[config.mk]
export PLATFORM = sky130hd
export DESIGN_NAME = traffic_phase_scheduler
export DESIGN_NICKNAME = d
export VERILOG_FILES = /design/src/rtl/traffic_phase_scheduler.sv
export SDC_FILE = /design/constraint.sdc
export NUM_CORES = 1
export LEC_CHECK = 0
export BUFFER_PORTS_ARGS = -buffer_cell sky130_fd_sc_hd__buf_2
export CORE_MARGIN = 2
export CORE_UTILIZATION = 45
export CTS_BUF_LIST = sky130_fd_sc_hd__clkbuf_4 sky130_fd_sc_hd__clkbuf_8
export CTS_CLUSTER_SIZE = 12
export DETAILED_ROUTE_END_ITERATION = 7
export PLACE_DENSITY_LB_ADDON = 0.08
export RECOVER_POWER = 50
export SLEW_MARGIN = 20
export SYNTH_ARGS = -nofsm -noshare
export SYNTH_HDL_FRONTEND = slang
export SYNTH_SLANG_ARGS = --single-unit
[constraint.sdc]
create_clock -name clk -period 5.2 [get_ports clk]
set_input_delay 0.78 -clock clk [delete_from_list [all_inputs] [get_ports clk]]
set_output_delay 0.78 -clock clk [all_outputs]
set_load 0.02 [all_outputs]
[src/rtl/traffic_phase_scheduler.sv]
// rtl/traffic_phase_scheduler.sv - two-road traffic light phase FSM with pedestrian walk and emergency preemption
module traffic_phase_scheduler #(
   parameter int GREEN_MIN = 4,
   parameter int GREEN_MAX = 8,
   parameter int YELLOW_T  = 2,
   parameter int ALLRED_T  = 1,
   parameter int WALK_T    = 3,
   parameter int CW        = 4
) (
   input  logic       clk,
   input  logic       reset_n,
   input  logic       tick,
   input  logic       sa,
   input  logic       sb,
   input  logic       ped_btn,
   input  logic       emg,
   input  logic       emg_dir,
   output logic       Ra,
   output logic       Ya,
   output logic       Ga,
   output logic       Rb,
   output logic       Yb,
   output logic       Gb,
   output logic       walk,
   output logic [2:0] phase
);

   typedef enum logic [2:0] {
      S_GA   = 3'd0,
      S_YA   = 3'd1,
      S_ARA  = 3'd2,
      S_GB   = 3'd3,
      S_YB   = 3'd4,
      S_ARB  = 3'd5,
      S_WALK = 3'd6,
      S_ARW  = 3'd7
   } state_t;

   localparam logic [CW-1:0] GMIN_M1 = CW'(GREEN_MIN - 1);
   localparam logic [CW-1:0] GMAX_M1 = CW'(GREEN_MAX - 1);
   localparam logic [CW-1:0] YEL_M1  = CW'(YELLOW_T - 1);
   localparam logic [CW-1:0] AR_M1   = CW'(ALLRED_T - 1);
   localparam logic [CW-1:0] WALK_M1 = CW'(WALK_T - 1);
   localparam logic [CW-1:0] T_SAT   = '1;

   state_t          state_q, state_d;
   logic [CW-1:0]   timer_q, timer_d;
   logic            req_a_q, req_a_d;
   logic            req_b_q, req_b_d;
   logic            req_p_q, req_p_d;
   logic            last_road_q, last_road_d;   // 0 = road A, 1 = road B

   logic            min_done;
   logic            yel_done;
   logic            ar_done;
   logic            walk_done;
   state_t          emg_green;

   always_comb begin
      state_d   = state_q;
      min_done  = tick && (timer_q >= GMIN_M1);
      yel_done  = tick && (timer_q == YEL_M1);
      ar_done   = tick && (timer_q == AR_M1);
      walk_done = tick && (timer_q == WALK_M1);
      emg_green = emg_dir ? S_GB : S_GA;

      case (state_q)
         S_GA: begin
            // Preemption toward B forces yellow at once; preemption toward A pins green.
            if (emg) begin
               if (emg_dir) state_d = S_YA;
            end else if (min_done && (req_b_q || req_p_q)) begin
               state_d = S_YA;
            end
         end
         S_YA:  if (yel_done) state_d = S_ARA;
         S_ARA: begin
            if (ar_done) begin
               if (emg)          state_d = emg_green;
               else if (req_p_q) state_d = S_WALK;
               else              state_d = S_GB;
            end
         end
         S_GB: begin
            if (emg) begin
               if (!emg_dir) state_d = S_YB;
            end else if ((min_done && (req_a_q || req_p_q)) ||
                         (tick && (timer_q == GMAX_M1))) begin
               state_d = S_YB;
            end
         end
         S_YB:  if (yel_done) state_d = S_ARB;
         S_ARB: begin
            if (ar_done) begin
               if (emg)          state_d = emg_green;
               else if (req_p_q) state_d = S_WALK;
               else              state_d = S_GA;
            end
         end
         S_WALK: if (emg || walk_done) state_d = S_ARW;
         S_ARW: begin
            if (ar_done) begin
               if (emg)              state_d = emg_green;
               else if (last_road_q) state_d = S_GA;
               else                  state_d = S_GB;
            end
         end
      endcase
   end

   always_comb begin
      timer_d = timer_q;
      if (state_d != state_q)              timer_d = '0;
      else if (tick && (timer_q != T_SAT)) timer_d = timer_q + CW'(1);

      // A clear on phase entry wins over a sensor held high in the same cycle.
      req_a_d = req_a_q | sa;
      req_b_d = req_b_q | sb;
      req_p_d = req_p_q | ped_btn;
      if ((state_d == S_GA)   && (state_q != S_GA))   req_a_d = 1'b0;
      if ((state_d == S_GB)   && (state_q != S_GB))   req_b_d = 1'b0;
      if ((state_d == S_WALK) && (state_q != S_WALK)) req_p_d = 1'b0;

      last_road_d = last_road_q;
      if ((state_d == S_ARA) && (state_q != S_ARA)) last_road_d = 1'b0;
      if ((state_d == S_ARB) && (state_q != S_ARB)) last_road_d = 1'b1;
   end

   always_ff @(posedge clk or negedge reset_n) begin
      if (!reset_n) begin
         state_q     <= S_GA;
         timer_q     <= '0;
         req_a_q     <= 1'b0;
         req_b_q     <= 1'b0;
         req_p_q     <= 1'b0;
         last_road_q <= 1'b0;
      end else begin
         state_q     <= state_d;
         timer_q     <= timer_d;
         req_a_q     <= req_a_d;
         req_b_q     <= req_b_d;
         req_p_q     <= req_p_d;
         last_road_q <= last_road_d;
      end
   end

   always_comb begin
      Ga    = (state_q == S_GA);
      Ya    = (state_q == S_YA);
      Ra    = !(Ga || Ya);
      Gb    = (state_q == S_GB);
      Yb    = (state_q == S_YB);
      Rb    = !(Gb || Yb);
      walk  = (state_q == S_WALK);
      phase = state_q;
   end

endmodule
### Word-level counts from Yosys, hierarchy flattened

Index checks and enable logic that the tools add are counted.

| word-level totals | value |
|---|---|
| input port bits | 8 |
| word-level logic and storage cells | 85 |
| output and inout bits | 10 |
| register bits | 11 |

| cells by class | value |
|---|---|
| reduce and logical (&&, ||, !) cells | 27 |
| equality and inequality tests | 20 |
| order comparisons | 1 |
| add/sub/neg operators | 1 |
| muxes and demuxes | 27 |
| bitwise gates (word level) | 3 |

Operator list:

| kind | number |
|---|---|
| two-way mux 3 bit | 16 |
| case mux 3 bit (8 select lines) | 1 |
| equality test 3 bit, second input constant | 6 |
| logical AND 1 bit | 13 |
| equality test 3 x 2 -> 1 bit, second input constant | 4 |
| two-way mux 4 bit | 2 |
| logical NOT 3 bit | 2 |
| logical OR 1 bit | 6 |
| two-way mux 2 bit | 3 |
| != test 3 x 2 -> 1 bit, second input constant | 2 |
| != test 3 bit, second input constant | 2 |
| two-way mux 1 bit | 5 |
| adder 4 x 1 -> 4 bit, second input constant | 1 |
| equality test 4 x 1 -> 1 bit, second input constant | 1 |
| equality test 4 x 2 -> 1 bit, second input constant | 1 |
| equality test 4 x 3 -> 1 bit, second input constant | 1 |
| greater-or-equal comparator 4 x 2 -> 1 bit, second input constant | 1 |
| logical NOT 4 bit | 1 |
| != test 4 bit, second input constant | 1 |
| nonzero test 2 bit | 2 |
| equality test 3 x 1 -> 1 bit, second input constant | 1 |
| != test 3 bit | 1 |
| OR 1 bit | 3 |
| nonzero test 3 bit | 1 |
| logical NOT 1 bit | 2 |

### Logic depth before layout (Yosys ltp)

Gate-level depths: netlist of run 1.

| depth | value |
|---|---|
| depth in word-level cells | 11 |
| gate-level depth with buffers | 8 |
| gate-level depth less buffers | 8 |

### Worst setup path before layout of run 1

No wires, ideal clock.

| path | value |
|---|---|
| kind | register to output |
| start point | reg state_q[2], in the netlist phase[2] |
| end point | out Rb |
| required time | 4420 ps |
| cell stages (with the launch flop) | 6 |
| arrival time | 1696 ps |
| path buffers | 2 |
| slack | 2724 ps |
| path through | dfrtp_1 > buf_2 > buf_2 > inv_1 > nor3_1 > nor2_1 |

| on the way | value |
|---|---|
| cells in the longest elaborated chain, start to end | 3 |
| elaborated cells between the ends (all ways) | 4 |
| classes of those cells | 2 x eq/ne; 2 x reduce/logical |

RTL lines:

| item | line | source |
|---|---|---|
| start, declared | 46 | `state_t state_q, state_d;` |
| start signal, assigned | 138 | `state_q <= state_d;` |
| equality test 3 bit | 152 | `Yb = (state_q == S_YB);` |
| net Yb | 22 | `output logic Yb,` |
| logical OR 1 bit | 153 | `Rb = !(Gb \|\| Yb);` |
| logical NOT 1 bit | 153 |  |
| end, declared | 21 | `output logic Rb,` |

The timed path passes the listed nets, and every way through them passes these cells.

### Worst setup path after layout of run 1

| path | value |
|---|---|
| start point | reg state_q[0], in the netlist phase[0] |
| end point | out Rb |

| on the way | value |
|---|---|
| cells in the longest elaborated chain, start to end | 3 |
| elaborated cells between the ends (all ways) | 4 |
| classes of those cells | 2 x eq/ne; 2 x reduce/logical |

RTL lines:

| item | line |
|---|---|
| equality test 3 x 2 -> 1 bit / equality test 3 bit (equally long branches) | 151, 152 |
| logical OR 1 bit (*) | 153 |
| logical NOT 1 bit (*) | 153 |

Every way passes the cells marked *; elsewhere a longest branch is shown, timed or not.

==> summary.md, run 1 <==
| Metric | Value |
|---|---|
| Synth Area in XOR/XNOR | 0.0246 |
| Worst-Skew Late Latency | 270 ps |
| Filler cells | 232 |
| Cell area after placement | 1100 sq um |
| Combinational share of power | 0.589 |
| Critical-path maximum fanout | 19 |
| Cell count after synthesis | 122 |
| Vias | 980 |
| Hold crit path type | in -> async |
| Layout net count | 148 |
| Final Critical Period | between 2000 and 3000 ps |
| CP max-delay cell | dfrtp_1 |
| TritonRoute pass-1 iters | 4 |
| DP Cell Count | between 150 and 200 |
| Critical path endpoint category | output port |
| Clock skew | 5.44 ps |
| Final GP Congestion | 0.856 |
| Internal power | between 200 and 300 uW |
| I/O pin cnt | 18 |
| Cell repeated most along the worst path | nor2_1 |
| NetSw | 327 uW |
| Adder-cell share of the synthesized area | 0.0491 |
| Clk pwr share | 0.105 |
| Part of the power in registers | 0.306 |
| Num CTS Buffers | 3 |
| Final Hold Viols | 0 |
| CTS Buffer Depth | 2 |
| Vias in the first global route | roughly 910 |
| Initial DRC count | 29 |
| Largest area contributor in the netlist | dfrtp_1 |
| Total power | 615 uW |
| FP Rows | 17 |
| Final std cell area, no fill | 1110 sq um |
| Root Buffer Master | clkbuf_4 |
| Syn Nets | between 100 and 150 |
| Count of cell types in the netlist | 46 |
| Most frequent cell after synthesis | nor2_1 |
| Register bit total from synthesis | 11 |
| Vias per inst | about 6 |
| Postcts setup bufs | 0 |
| Core ar. | 2170 sq um |
| Simple-gate area share of the yosys netlist | 0.321 |
| Worst IR Drop VDD | 0.000343 V |
| Top post-synthesis cells by area | dfrtp_1 27%, nor2_1 5.9%, ha_1 4.9%, nor3_1 3.4%, a21oi_1 2.9% |
| # setup viols final | 0 |
| Pin count of the biggest net entering global routing | 24 |
| Switching Fraction | 0.532 |
| Setup tns final | 0 ps |
| First-pass GRT wire length | 4220 microns |
| Startpoint types | flip-flop |
| PortBufs | 17 |
| Worst r2r path cells | 7 |
| Htree depth | 1 |
| Main combinational cell family by area after synthesis | simple AND/OR/NAND/NOR gates |
| Final global-route overflow total | 0 |
| Ys Warns | 0 |
| Clock slew seen by the registers of the worst setup and hold paths | 70 ps |
| Critical path destination | Rb |
| TritonCTS clock tree | built |
| Post-synth EDFFs | 0 |
| Pwr Density | approximately 550 nW/um^2 |
| Post-synth top cells | 16 x nor2_1, 11 x dfrtp_1, 7 x nor3_1 |
| Tcrit/Tclk final | 0.483 |
| Avg Cell Area, Syn | roughly 8.3 sq um |
| R2r startpoint | timer_q[0] |
| WP data required | 4420 ps |
| CTS resizes | 0 |
| Reg2reg setup slack | 2800 ps |
| Non-Filler Instances | 163 |
| Synth top area share | 0.270 |
| CP max stage delay | 760 ps |
| Initial antenna violation count | 0 |
| Antenna diode count | 0 |
| Crit path cell chain | nand2_1, nor2_1, nor2_1, buf_2 |
| Area growth syn-to-layout | 9.34% |
| Max Freq | 0.398 GHz |
| DRC Markers | 0 |
| Worst Tran Pin Value | around 660 ps |
| Complex-gate fraction of the synthesized area | 0.268 |
| Slew Limit Fails | 0 |
| Reg2Reg Capture Point | req_a_q |
| DRT antenna net count | 0 |
| DP Wirelength | 1930 microns |
| Status | finished, final reports clean |
| Top_reg_cell synth | dfrtp_1 |
| Crit Path Category | reg -> out |
| Rel. slew slack | 0.561 |
| Crit path launch | phase[0] |
| Total Routing Usage GR | 0.215 |
| Hold Buf Count CTS | 0 |
| Layout cell share with drive strength beyond 1 | 0.185 |
| Initial Util | 0.469 |
| Post-synthesis mux area share | 0.00983 |
| Leakage power total | 0.000429 uW |
| Sink Count | 11 |
| Number of max-cap violations | 0 |
| Die height | slightly above 50 microns |
| Worst path arrival time | 1730 ps |
| RSZ-0062 raised after global routing | no |
| Cell area after synthesis | just over 1000 sq um |
| Routed Wire Length | between 2000 and 3000 microns |
| Post-synthesis async set-or-reset flop share | 1.00 |
| Sequential share of the synthesized area | 0.270 |
| DIE AREA | around 2700 sq um |
| Die X | 51.6 microns |
| DR WL/cell | 15.5 microns |
placed cells by master, fill, tap and decap left out, types with 4 or more instances in the layout:
cell type / instances
nor2_1: 16
ha_1: 4
a21oi_1: 6
clkbuf_1: 4
dfrtp_1: 11
buf_2: 13
nor2b_1: 4
clkbuf_4: 4
nand2b_1: 4
nor3_1: 7
nand2_1: 6
inv_1: 6
area by class of cell:
cell class	count	area (sq um)	area share
Sequential cell	11	275	0.247
Inverter	6	22.5	0.0202
Tap cell	28	35.0	0.0315
Clock buffer	4	30.0	0.0270
Timing Repair Buffer	17	80.1	0.0719
Multi-Input combinational cell	97	671	0.602
cell families after synthesis:
family          after synthesis
compound gates               33
mux                           1
flops                        11
simple gates                 57
fa+ha+maj                     4
xor+xnor                      2
buf+inv                      14
worst max-delay path: cells and delay by family (launching register included):
kind                   cells  cell delay, ps
AND/OR/NAND/NOR            3             540
buffers and inverters      1             160
flip-flops                 1             760
how the worst min path moves through the flow:
| stage | slack [ps] | startpoint | to | depth (start not counted) |
|---|---|---|---|---|
| after floorplan | 480 | reset_n | last_road_q | 0 |
| after global placement | 510 | req_a_q | req_a_q | 1 |
| after detailed placement | 540 | req_b_q | req_b_q | 2 |
| after CTS | 350 | reset_n | last_road_q | 1 |
| after global routing | 540 | reset_n | req_b_q | 1 |
| final | 480 | reset_n | last_road_q | 1 |
registers in the layout, indices dropped and copies added, names as in the netlist:
register,flops
last_road_q,1
phase,3
req_a_q,1
req_b_q,1
req_p_q,1
timer_q,4
metrics by stage:
stage               hold slack [ps]  worst slack [ps]   util
floorplan                       478              2720      -
global placement                513              2700  0.508
detailed placement              539              2700  0.508
CTS                             354              2690  0.522
global route                    535              2510  0.513
finish                          479              2690  0.513
routing by layer:
metal / vias to the layer above / track usage / share of wire
li1: 482 / - / -
met3: 7 / 0.0115 / 0.031
met4: 0 / 0.132 / 0.030
met2: 27 / 0.338 / 0.49
met5: - / 0 / 0
met1: 464 / 0.291 / 0.45
power by group through the flow:
stage          registers (uW)  logic [uW]  clock network (uW)
2_1_floorplan             144         329                   0
4_1_cts                   186         381                68.3
5_1_grt                   195         401                70.4
3_5_place_dp              188         379                   0
6_report                  188         363                64.5
3_3_place_gp              187         377                   0
Note: power is estimated with default switching activity, not from simulation.
==> inputs of run 2 (changes only) <==
clock period = 2.2 ns   (was 5.2 ns; I/O delays follow)
==> run 2 against run 1 <==
- sequential share of layout area is 3.5 points lower
- sequential power is 97% higher
- non-clock buffer count is 16 higher
==> summary.md, run 2 (same netlist as run 1, synthesis figures left out) <==
| Metric | Value |
|---|---|
| Status | finished, final reports clean (unchanged) |
| Hold Crit Endpoint | req_a_q |
| Worst Tran Pin Value | 625 ps (was 658 ps) |
| Number of max-cap violations | 0 (unchanged) |
| Core ar. | 2170 sq um (unchanged) |
| Hold slack | 278 ps (was 479 ps) |
| Num CTS Buffers | 3 (unchanged) |
| R2r startpoint | timer_q[1] (was timer_q[0]) |
| Htree depth | 1 (unchanged) |
| Max Freq | 0.473 GHz |
| Final std cell area, no fill | 1310 sq um (was 1110 sq um) |
| Final GP Congestion | 0.937 (was 0.856) |
| Layout net count | 164 (was 148) |
| Pin count of the biggest net entering global routing | 13 (was 24) |
| Crit Path Category | reg -> reg (was reg -> out) |
| Tcrit/Tclk final | 0.962 |
| Leakage power total | 0.000522 uW (was 0.000429 uW) |
| Final global-route overflow total | 0 (unchanged) |
| First-pass GRT wire length | 4290 microns (was 4220 microns) |
| Reg2reg setup slack | 80 ps (was 2800 ps) |
| Cell area after placement | 1180 sq um (was 1100 sq um) |
| Commonest non-fill, non-tap cells in the layout | 16 x buf_2, 15 x nor2_1, 15 x buf_4 (was 16 x nor2_1, 13 x buf_2, 11 x dfrtp_1) |
| Vias | 1022 (was 980) |
| FF+latch area | 278 sq um (was 275 sq um) |
| Final Critical Period | around 2100 ps |
| Vias in the first global route | 953 (was 912) |
| # setup viols final | 0 (unchanged) |
| Area growth syn-to-layout | 28.5% (was 9.34%) |
| Worst r2r path cells | 8 (was 7) |
| DIE AREA | 2660 sq um (unchanged) |
| Final Util | 0.603 (was 0.513) |
| Antenna diode count | 0 (unchanged) |
| Initial DRC count | 17 (was 29) |
| Worst hold path cell count | 2 |
| Root Buffer Master | clkbuf_4 (unchanged) |
| Sink Count | 11 (unchanged) |
| DP Worst Slack | -23.6 ps (was 2700 ps) |
| Initial Util | 0.469 (unchanged) |
| Routed Wire Length | 2720 microns (was 2530 microns) |
| Largest reg by FF count | timer_q (unchanged) |
| Layout cell share with drive strength beyond 1 | 0.364 (was 0.185) |
| TritonRoute pass-1 iters | 4 (unchanged) |
| DR WL/cell | 15.2 microns (was 15.5 microns) |
| Hold crit path type | in -> reg (was in -> async) |
| I/O pin cnt | 18 (unchanged) |
| Die X | 51.6 microns (unchanged) |
| Total Routing Usage GR | 0.219 (was 0.215) |
| WP data required | 2360 ps (was 4420 ps) |
| Initial antenna violation count | 0 (unchanged) |
| DRT antenna net count | 0 (unchanged) |
| RSZ-0062 raised after global routing | yes (was no) |
| Worst path arrival time | 2270 ps (was 1730 ps) |
| Rel. slew slack | 0.583 (was 0.561) |
| Filler cells | 210 (was 232) |
| Clock slew seen by the registers of the worst setup and hold paths | 80 ps (was 70 ps) |
| Worst IR Drop VDD | 0.000894 V (was 0.000343 V) |
| Die height | 51.6 microns (unchanged) |
| Hold Crit Start | sa |
| Commonest non-fill, non-tap cell in the layout | buf_2 (was nor2_1) |
| FP Rows | 17 (unchanged) |
| TritonCTS clock tree | built (unchanged) |
| DP Wirelength | 2090 microns (was 1930 microns) |
| Vias per inst | 5.71 (was 6.01) |
| Worst-Skew Late Latency | 280 ps (was 270 ps) |
| Worst setup margin | 83.8 ps (was 2690 ps) |
| Clock skew | 7.24 ps (was 5.44 ps) |
| Number of flip-flops in the largest register | 4 (unchanged) |
| PortBufs | 17 (unchanged) |
| Critical-path maximum fanout | 5 (was 19) |
| Final Hold Viols | 0 (unchanged) |
| Reg2Reg Capture Point | timer_q[1] (was req_a_q) |
| Critical path endpoint category | flip-flop (was output port) |
| Pwr Density | 1330 nW/um^2 (was 553 nW/um^2) |
| CTS Buffer Depth | 2 (unchanged) |
| Area of the multi-input gates | 737 sq um (was 671 sq um) |
| Startpoint types | flip-flop (unchanged) |
| Slew Limit Fails | 0 (unchanged) |
| DRC Markers | 0 (unchanged) |
## run 2: changes by cell type in the layout (fill, tap and decap cells not counted), sizes merged
cell         previous run  this run
clkbuf                  8         5
buf                    13        31
dlygate4sd3             0         1
## run 2: how the worst max path moves through the flow
stage | start | end | depth (start not counted)
6_report | timer_q[1] | timer_q[1] | 8
5_1_grt | timer_q[1] | req_p_q | 8
4_1_cts | timer_q[1] | req_a_q | 7
3_5_place_dp | timer_q[0] | req_a_q | 7
3_3_place_gp | timer_q[0] | req_a_q | 7
2_1_floorplan | phase[2] | timer_q[2] | 7
## run 2: cell type report
cell class              instances  share of cell area
flip-flops and latches         11               0.212
repair buffers                 33               0.158
clock buffers                   4              0.0229
multi-input cells              97               0.563
inverters                       6              0.0172
well taps                      28              0.0268
## run 2: worst max-delay path: stages (launching register included)
cell	delay (ps)
dfrtp_2	450
inv_1	90
ha_1	140
nand2b_1	80
or3_1	400
or4b_1	500
o41a_1	140
nand3_2	140
nor3_2	60
## run 2: per-layer routing
layer	up-vias	GRT usage	part of all wire
met5	-	0	0
met4	0	0.105	0.017
met1	482	0.274	0.44
met3	6	0.0345	0.042
li1	509	-	-
met2	25	0.368	0.51
## run 2: timing repair
| item | CTS | global route |
|---|---|---|
| pin swaps | 2 | 7 |
| gates resized for setup | 3 | 11 |
| buffers inserted | 0 | 5 |
| setup endpoints to repair | 5 | 7 |
| hold buffers | 1 | 0 |
| hold endpoints to repair | 11 | 0 |
## run 2: where the power goes
part | total (uW) | leakage [uW] | internal (uW) | switching (uW)
clock | 157 | 0.0000184 | 82.6 | 74.0
combinational | 1210 | 0.000379 | 524 | 691
sequential | 371 | 0.000125 | 266 | 104
total | 1740 | 0.000522 | 873 | 869
## run 2: stage by stage
stage / setup TNS, ps / power [uW] / instances
after floorplan: 0 / 1120 / 122
after global placement: 0 / 1440 / 169
after detailed placement: -46.2 / 1460 / 169
after CTS: 0 / 1620 / 174
after global routing: -61.9 / 1870 / 179
final: 0 / 1740 / 179
==> inputs of run 3 (changes only) <==
PLACE_DENSITY = 0.78   (was default)
PLACE_DENSITY_LB_ADDON = default   (was 0.08)
==> run 3 against run 2 <==
- clock power rose by 4%
- utilization decreased by 0.40 points
- die area did not move
- via count increased by 7.0%
- count of clock-buffer cells in the layout is the same
- critical path depth unchanged
==> summary.md, run 3 (same netlist as run 1, synthesis figures left out) <==
| Metric | Value |
|---|---|
| Status | finished, final reports clean (unchanged) |
| Cell area after placement | 1180 sq um (unchanged) |
| Root Buffer Master | clkbuf_4 (unchanged) |
| Initial Util | 0.469 (unchanged) |
| Tcrit/Tclk final | 0.974 (was 0.962) |
| Area growth syn-to-layout | 27.6% (was 28.5%) |
| Num CTS Buffers | 3 (unchanged) |
| Worst setup margin | 56.6 ps (was 83.8 ps) |
| Die height | 51.6 microns (unchanged) |
| Critical-path maximum fanout | 4 (was 5) |
| # setup viols final | 0 (unchanged) |
| Rel. slew slack | 0.551 (was 0.583) |
| Pin count of the biggest net entering global routing | 14 (was 13) |
| DP Worst Slack | -77.5 ps (was -23.6 ps) |
| First-pass GRT wire length | 4800 microns (was 4290 microns) |
| Max Freq | 0.467 GHz (was 0.473 GHz) |
| Total Routing Usage GR | 0.253 (was 0.219) |
| Filler cells | 205 (was 210) |
| DR WL/cell | 17.0 microns (was 15.2 microns) |
| FP Rows | 17 (unchanged) |
| Leakage power total | 0.000523 uW (was 0.000522 uW) |
| Initial antenna violation count | 0 (unchanged) |
| Worst Tran Pin Value | 674 ps (was 625 ps) |
| Crit path launch | timer_q[0] (was timer_q[1]) |
| Vias per inst | 6.11 (was 5.71) |
| Final std cell area, no fill | 1300 sq um (was 1310 sq um) |
| Routed Wire Length | 3040 microns (was 2720 microns) |
| Clock skew | 9.63 ps (was 7.24 ps) |
| Hold crit path type | in -> reg (unchanged) |
| DP Wirelength | 2160 microns (was 2090 microns) |
| DIE AREA | 2660 sq um (unchanged) |
| WP data required | 2380 ps (was 2360 ps) |
| R2r startpoint | timer_q[0] (was timer_q[1]) |
| Hold Crit Start | ped_btn (was sa) |
| Sink Count | 11 (unchanged) |
| Final GP Congestion | 0.944 (was 0.937) |
| Initial DRC count | 30 (was 17) |
| Vias in the first global route | 1053 (was 953) |
| Number of flip-flops in the largest register | 4 (unchanged) |
| Worst-Skew Late Latency | 290 ps (was 280 ps) |
| Worst path arrival time | 2320 ps (was 2270 ps) |
| CTS Buffer Depth | 2 (unchanged) |
| Final Critical Period | 2140 ps (was 2120 ps) |
| Critical path endpoint category | flip-flop (unchanged) |
| RSZ-0062 raised after global routing | yes (unchanged) |
| Vias | 1094 (was 1022) |
| Htree depth | 1 (unchanged) |
| Number of max-cap violations | 0 (unchanged) |
| TritonRoute pass-1 iters | 4 (unchanged) |
| I/O pin cnt | 18 (unchanged) |
| Final global-route overflow total | 0 (unchanged) |
| Startpoint types | flip-flop (unchanged) |
| Reg2reg setup slack | 60 ps (was 80 ps) |
| Die X | 51.6 microns (unchanged) |
| DRT antenna net count | 0 (unchanged) |
| Antenna diode count | 0 (unchanged) |
| Core ar. | 2170 sq um (unchanged) |
| Crit Path Category | reg -> reg (unchanged) |
| Worst IR Drop VDD | 0.000890 V (was 0.000894 V) |
| DRC Markers | 0 (unchanged) |
| TritonCTS clock tree | built (unchanged) |
| Setup tns final | 0 ps (unchanged) |
| Pwr Density | 1360 nW/um^2 (was 1330 nW/um^2) |
| Largest reg by FF count | timer_q (unchanged) |
| Clock slew seen by the registers of the worst setup and hold paths | 80 ps (about the same) |
| Final Hold Viols | 0 (unchanged) |
| PortBufs | 17 (unchanged) |
| Layout net count | 164 (unchanged) |
| Slew Limit Fails | 0 (unchanged) |
| Layout cell share with drive strength beyond 1 | 0.351 (was 0.364) |
| Commonest non-fill, non-tap cells in the layout | 16 x nor2_1, 16 x buf_2, 14 x buf_4 (was 16 x buf_2, 15 x nor2_1, 15 x buf_4) |
run 3: changes by cell type in the layout (fill, tap and decap cells not counted), moves of 2 or more:
| cell | previous run | this run |
|---|---|---|
| dfrtp_1 | 9 | 11 |
| dfrtp_2 | 2 | 0 |
| ha_1 | 3 | 1 |
| ha_2 | 0 | 2 |
| nor3_1 | 5 | 7 |
| nor3_2 | 2 | 0 |
| o21ai_0 | 3 | 1 |
| o21ai_1 | 0 | 2 |
run 3: per-layer routing:
metal | up-vias | global-route usage | share of wire | wire (microns)
met5 | - | 0 | 0 | 0
met4 | 0 | 0.184 | 0.038 | 117
met3 | 10 | 0.0402 | 0.072 | 220
met2 | 54 | 0.417 | 0.51 | 1540
met1 | 522 | 0.296 | 0.38 | 1160
li1 | 508 | - | - | -
run 3: worst paths after layout:
path / end / cells past startpoint
setup / recovery: req_a_q / 8
hold / removal: req_p_q / 3
setup reg to reg: req_a_q / 8
hold reg to reg: last_road_q / 1
max in group asynchronous: timer_q[3] / 2
min in group asynchronous: last_road_q / 2
run 3: worst max-delay path, cell delays in order (launching register included):
cell,delay (ps)
dfrtp_1,390
ha_2,190
buf_4,140
and4b_4,210
a211oi_4,270
nor2_1,100
a221oi_2,380
o221ai_2,150
o22a_1,210
run 3: power breakdown:
| group | internal [uW] | total, uW | leakage (uW) | switching (uW) |
|---|---|---|---|---|
| Clock | 83.0 | 164 | 0.0000184 | 81.0 |
| Combinational | 526 | 1230 | 0.000376 | 701 |
| Sequential | 263 | 376 | 0.000128 | 113 |
| Total | 872 | 1770 | 0.000523 | 895 |
run 3: area by class of cell:
cell class                      count  area [sq um]  share of cell area
Tap cell                           28          35.0              0.0269
Timing Repair Buffer               33           203               0.156
Multi-Input combinational cell     97           734               0.565
Sequential cell                    11           275               0.212
Clock buffer                        4          30.0              0.0231
Inverter                            6          22.5              0.0173
run 3: through the flow:
| step | cells | utilization | power (uW) | hold slack, ps |
|---|---|---|---|---|
| 2_1_floorplan | 122 | - | 1120 | 34.4 |
| 3_3_place_gp | 169 | 0.543 | 1410 | 214 |
| 3_5_place_dp | 169 | 0.543 | 1460 | 221 |
| 4_1_cts | 176 | 0.576 | 1670 | 287 |
| 5_1_grt | 179 | 0.599 | 1890 | 296 |
| 6_report | 179 | 0.599 | 1770 | 296 |
run 3: timing repair:
action | 4_1_cts | 5_1_grt
cloned | 0 | 0
endpoints found under the setup margin | 5 | 6
gates resized for setup | 3 | 11
hold buffers | 1 | 0
pin swaps | 3 | 11
hold endpoints to repair | 11 | 0
buffers inserted | 2 | 3
